`src/rtl/spi_controller.sv`:
```
// SPI mode-0 write controller: 16-bit frame {rw_n, addr[6:0], wdata[7:0]}, MSB first.
// Optional read support is compiled in when SPI_CONTROLLER_READ_EN is defined.
module spi_controller #(
    parameter int unsigned HALF_PERIOD = 2
) (
    input  logic       clk,
    input  logic       rst_n,
    input  logic       start,
    input  logic [6:0] addr,
    input  logic [7:0] wdata,
`ifdef SPI_CONTROLLER_READ_EN
    input  logic       rw,
    input  logic       cipo,
    output logic [7:0] rdata,
`endif
    output logic       busy,
    output logic       done,
    output logic       sclk,
    output logic       ncs,
    output logic       copi
);

    typedef enum logic [2:0] {
        StIdle,
        StSetup,
        StShift,
        StHold,
        StGap
    } state_e;

    localparam logic [7:0] HpLast = 8'(HALF_PERIOD - 1);

    state_e      state_q, state_d;
    logic [7:0]  hp_cnt_q, hp_cnt_d;
    logic [4:0]  edge_cnt_q, edge_cnt_d;
    logic [15:0] frame_q, frame_d;
    logic        sclk_q, sclk_d;
    logic        done_q, done_d;
    logic        hp_last;
    logic        rw_n;

`ifdef SPI_CONTROLLER_READ_EN
    logic       rd_q, rd_d;
    logic [7:0] rx_q, rx_d;
    logic [7:0] rdata_q, rdata_d;
    assign rw_n  = ~rw;
    assign rdata = rdata_q;
`else
    assign rw_n = 1'b1;
`endif

    assign hp_last = (hp_cnt_q == HpLast);

    // Next-state logic for the frame sequencer, counters and shift register
    always_comb begin
        state_d    = state_q;
        hp_cnt_d   = hp_cnt_q;
        edge_cnt_d = edge_cnt_q;
        frame_d    = frame_q;
        sclk_d     = sclk_q;
        done_d     = 1'b0;
`ifdef SPI_CONTROLLER_READ_EN
        rd_d       = rd_q;
        rx_d       = rx_q;
        rdata_d    = rdata_q;
`endif
        unique case (state_q)
            StIdle: begin
                hp_cnt_d   = '0;
                edge_cnt_d = '0;
                sclk_d     = 1'b0;
                if (start) begin
                    frame_d = {rw_n, addr, wdata};
                    state_d = StSetup;
`ifdef SPI_CONTROLLER_READ_EN
                    rd_d    = rw;
                    rx_d    = '0;
`endif
                end
            end
            StSetup: begin
                if (hp_last) begin
                    hp_cnt_d = '0;
                    state_d  = StShift;
                end else begin
                    hp_cnt_d = hp_cnt_q + 8'd1;
                end
            end
            StShift: begin
                if (hp_last) begin
                    hp_cnt_d = '0;
                    if (!sclk_q) begin
                        // Rising edge: copi is held, peripheral data is sampled
                        sclk_d     = 1'b1;
                        edge_cnt_d = edge_cnt_q + 5'd1;
`ifdef SPI_CONTROLLER_READ_EN
                        if (edge_cnt_q >= 5'd8) begin
                            rx_d = {rx_q[6:0], cipo};
                        end
`endif
                    end else begin
                        // Falling edge: advance copi, or finish after the 16th bit
                        sclk_d = 1'b0;
                        if (edge_cnt_q == 5'd16) begin
                            state_d = StHold;
                        end else begin
                            frame_d = {frame_q[14:0], 1'b0};
                        end
                    end
                end else begin
                    hp_cnt_d = hp_cnt_q + 8'd1;
                end
            end
            StHold: begin
                if (hp_last) begin
                    hp_cnt_d = '0;
                    state_d  = StGap;
                end else begin
                    hp_cnt_d = hp_cnt_q + 8'd1;
                end
            end
            StGap: begin
                if (hp_last) begin
                    hp_cnt_d   = '0;
                    edge_cnt_d = '0;
                    done_d     = 1'b1;
                    state_d    = StIdle;
`ifdef SPI_CONTROLLER_READ_EN
                    if (rd_q) begin
                        rdata_d = rx_q;
                    end
`endif
                end else begin
                    hp_cnt_d = hp_cnt_q + 8'd1;
                end
            end
            default: begin
                state_d = StIdle;
            end
        endcase
    end

    // State and datapath registers with asynchronous active-low reset
    always_ff @(posedge clk or negedge rst_n) begin
        if (!rst_n) begin
            state_q    <= StIdle;
            hp_cnt_q   <= '0;
            edge_cnt_q <= '0;
            frame_q    <= '0;
            sclk_q     <= 1'b0;
            done_q     <= 1'b0;
`ifdef SPI_CONTROLLER_READ_EN
            rd_q       <= 1'b0;
            rx_q       <= '0;
            rdata_q    <= '0;
`endif
        end else begin
            state_q    <= state_d;
            hp_cnt_q   <= hp_cnt_d;
            edge_cnt_q <= edge_cnt_d;
            frame_q    <= frame_d;
            sclk_q     <= sclk_d;
            done_q     <= done_d;
`ifdef SPI_CONTROLLER_READ_EN
            rd_q       <= rd_d;
            rx_q       <= rx_d;
            rdata_q    <= rdata_d;
`endif
        end
    end

    // Outputs decoded from registered state so reset takes effect immediately
    always_comb begin
        busy = (state_q != StIdle);
        ncs  = !((state_q == StSetup) || (state_q == StShift) || (state_q == StHold));
        copi = ncs ? 1'b0 : frame_q[15];
        sclk = sclk_q;
        done = done_q;
    end

endmodule

```
`config.mk`:
```
export PLATFORM = sky130hd
export DESIGN_NAME = spi_controller
export DESIGN_NICKNAME = d
export VERILOG_FILES = /design/src/rtl/spi_controller.sv
export SDC_FILE = /design/constraint.sdc
export NUM_CORES = 1
export LEC_CHECK = 0
export CELL_PAD_IN_SITES_DETAIL_PLACEMENT = 1
export CELL_PAD_IN_SITES_GLOBAL_PLACEMENT = 1
export CORE_UTILIZATION = 30
export CTS_CLUSTER_DIAMETER = 120
export CTS_CLUSTER_SIZE = 16
export DETAILED_ROUTE_END_ITERATION = 10
export GPL_TIMING_DRIVEN = 0
export PLACE_DENSITY_LB_ADDON = 0.1
export SYNTH_ARGS = -nofsm -noshare
export SYNTH_HDL_FRONTEND = slang
export SYNTH_SLANG_ARGS = --single-unit
```
`constraint.sdc`:
```
create_clock -name clk -period 2.8 [get_ports clk]
set_clock_uncertainty 0.1 [all_clocks]
set_input_delay 0.7 -clock clk [delete_from_list [all_inputs] [get_ports clk]]
set_output_delay 0.7 -clock clk [all_outputs]
set_load 0.01 [all_outputs]
```
==> results.ini <==
[sta]
rsz0062_at_grt = no
finalCritPeriodShare_pct = 93.4
hold_violations = 0
slew_headroom_pct = 47.8
worst_pin_slew_ps = 783
fmax_mhz = 383
period_minus_slack_ps = 2610
finalSetupViolCount = 0
setup_ws_ps = 186
drv_slew = 0

[floorplanning]
die-width_um = 80.3
coreArea_um2 = 5920
initial_core_util_pct = 31.1
rows = 28
die-area_um2 = 6450
io_pins = 23
die_h_um = 80.3

[cts]
post_cts_buffers = 0
ctsHoldBuffers = 0
worstSkewPairLatency_ps = 290
clkSlewWorstSetupHoldPaths_ps = 80
cts_tree = done
cts_made_buffers = 5
htree_levels = 2
cts-root-buf = clkbuf_8
clk_path_buf_depth = 2
cts.sink_count = 34

[yosys]
syn_area_um2 = 1840
synth_top_family_by_area = multiplexers
synth-edff-count = 0
synth_top_cell_by_area = dfrtp_1
synth_cells = 160
ys_types = 41
async_flop_share_pct = 100
synthTopCellsByArea = dfrtp_1, mux2_2, mux2_4, xor2_1, nor2_1
synth_xor_xnor_area_share_pct = 3.81
synthAdderAreaFrac_pct = 3.27
muxShareOfSynthArea_pct = 19.9
ys_seq_area_share_pct = 46.3
yosysWarningCount = 0
ys_ff_latch = 34
avgSynthCellArea_um2 = 11.5
synth_ff_type = dfrtp_1
synthSimpleGateAreaFrac_pct = 15.2
synth_compound_gate_area_share_pct = 8.37
syn_nets = 182
synth_top_area_share_pct = 46.3

[critical_path]
path_cells = clkbuf_4 -> o21ai_2 -> nor2_1 -> clkdlybuf4s50_1
cp_slowest_stage_delay_ps = 540
worst-setup-path-type = flop to output port
cp-end-kind = output port
critical_path_arrival_ps = 1810
cp-start-kind = flop
cp_max_fo = 10
critical_path_required_ps = 2000
path_delay_family = buffers and inverters
worst_path_max_delay_cell = clkdlybuf4s50_1
critPathBufInv = 2

[global_route]
gr-usage-met3_pct = 3.75
antenna_found_initial = 0
grt_max_degree = 35
grt_pass1_wl_um = 7070
grt_usage_pct = 14.5
use_met2_pct = 23.9
busiest_layer = met2
overflow = 0
use_met1_pct = 18.4
grt_pass1_vias = 1468

[run_status]
status = complete, no violations

[placement]
io_buffer_count = 22
gp_congestion = 0.751
placed_cells = 257
dp_slack_ps = -49.1
hpwl_um = 2890

[power_and_ir_drop]
peakVddDrop_v = 0.000211
cellLeakagePower_nw = 0.983
power_density_nw_per_um2 = 400

[finish]
final_nets = 208
syn_to_final_growth_pct = 21.8
diodes = 0
fin_cells = 262
multi_input_area_um2 = 937
final_common_cell = dfrtp_1
seqCellArea_um2 = 851
drive_above_1_share_pct = 25.1
final_cell_mix = dfrtp_1, clkdlybuf4s50_1, mux2_2, nor2_1
fin_util_pct = 37.8
n_fill_cell = 651

[route]
dr.pass1.iters = 4
post_drt_wl_per_cell_um = 15.2
avgViaCountPerCell = 5.08
wirelength_um = 3980
ant_nets = 0
drc_errors = 0
drt-initial-drc-count = 37
dr_total_vias = 1332

[run]
cap_viol_max_count = 0

[worst_hold_path]
hp-class = primary input to asynchronous set/reset pin

[cell families (layout without fill, tap and decap cells)]
group                      Yosys count  after routing
buffers and inverters               14             41
adders and majority gates            5              5
AOI/OAI and AO/OA                   19             19
DFF                                 34             34
and+or+nand+nor                     50             50
xor gates and xnor gates             8              8
muxes                               30             30
[synth_stat cells, types with 2 or more instances]
library cell	count
a221o_1	2
a32o_1	2
and3_1	4
buf_1	2
clkbuf_1	3
dfrtp_1	34
ha_1	4
inv_1	8
mux2_2	20
mux2_4	8
mux2i_1	2
nand2_1	4
nand3_1	6
nand4_1	6
nor2_1	14
nor3_1	4
nor4_1	2
o21ai_0	3
o31ai_1	2
o32ai_1	3
xor2_1	7
[final cells by class]
type,count,share of cell area (%)
Multi-Input combinational cell,112,41.8
Inverter,8,1.34
Tap cell,75,4.19
Clock buffer,5,3.07
Clock inverter,3,0.950
Buffer,3,1.01
Sequential cell,34,38.0
Timing Repair Buffer,22,9.61
[per-stage QoR]
stage          hold WS, ps  cell area [µm²]  power, mW  setup TNS (ps)
2_1_floorplan          304             1840      0.501               0
3_3_place_gp           381             2150      0.535           -1.49
3_5_place_dp           390             2150      0.535           -49.1
4_1_cts                412             2240      0.914               0
5_1_grt                432             2240      0.940               0
6_report               390             2240      0.895               0
[state kept, by name, indices dropped and copies added (netlist names)]
signal / count
edge_cnt_q: 5
frame_q: 16
state_q: 3
sclk: 1
hp_cnt_q: 8
done: 1
[final timing paths]
kind	start	to	slack, ps	cells after the start
setup reg to reg	hp_cnt_q[0]	edge_cnt_q[3]	290	5
min in group clk	frame_q[9]	frame_q[9]	410	1
max in group asynchronous	rst_n	edge_cnt_q[1]	1710	1
hold reg to reg	frame_q[9]	frame_q[9]	410	1
setup / recovery	state_q[1]	copi	190	4
hold / removal	rst_n	frame_q[15]	390	1
[power by group]
part / internal, mW / leakage, nW / total (mW) / switching, mW
Sequential: 0.491 / 0.450 / 0.491 / 0
Combinational: 0.0201 / 0.489 / 0.0328 / 0.0127
Clock: 0.175 / 0.0441 / 0.372 / 0.197
[worst reg2reg max path, delay by kind of cell, from the launching register on]
family | cells | cell delay, ps
AO/OA/AOI/OAI | 2 | 800
flip-flops | 1 | 500
AND/OR/NAND/NOR | 2 | 780
adder cells (fa/ha/maj) | 1 | 210
[repair_timing]
item / in CTS / in global routing
gates resized for setup: 2 / 3
pin swaps: 0 / 0
gates cloned: 0 / 0
setup endpoints to repair: 3 / 3
[layer usage]
metal  wire length, µm  vias to the layer above
met2              1930                       17
met4                46                        0
met1              1900                      667
met3                98                        4
li1                  -                      644
met5                 0                        -
No activity file was read; power rests on OpenSTA's default activity.
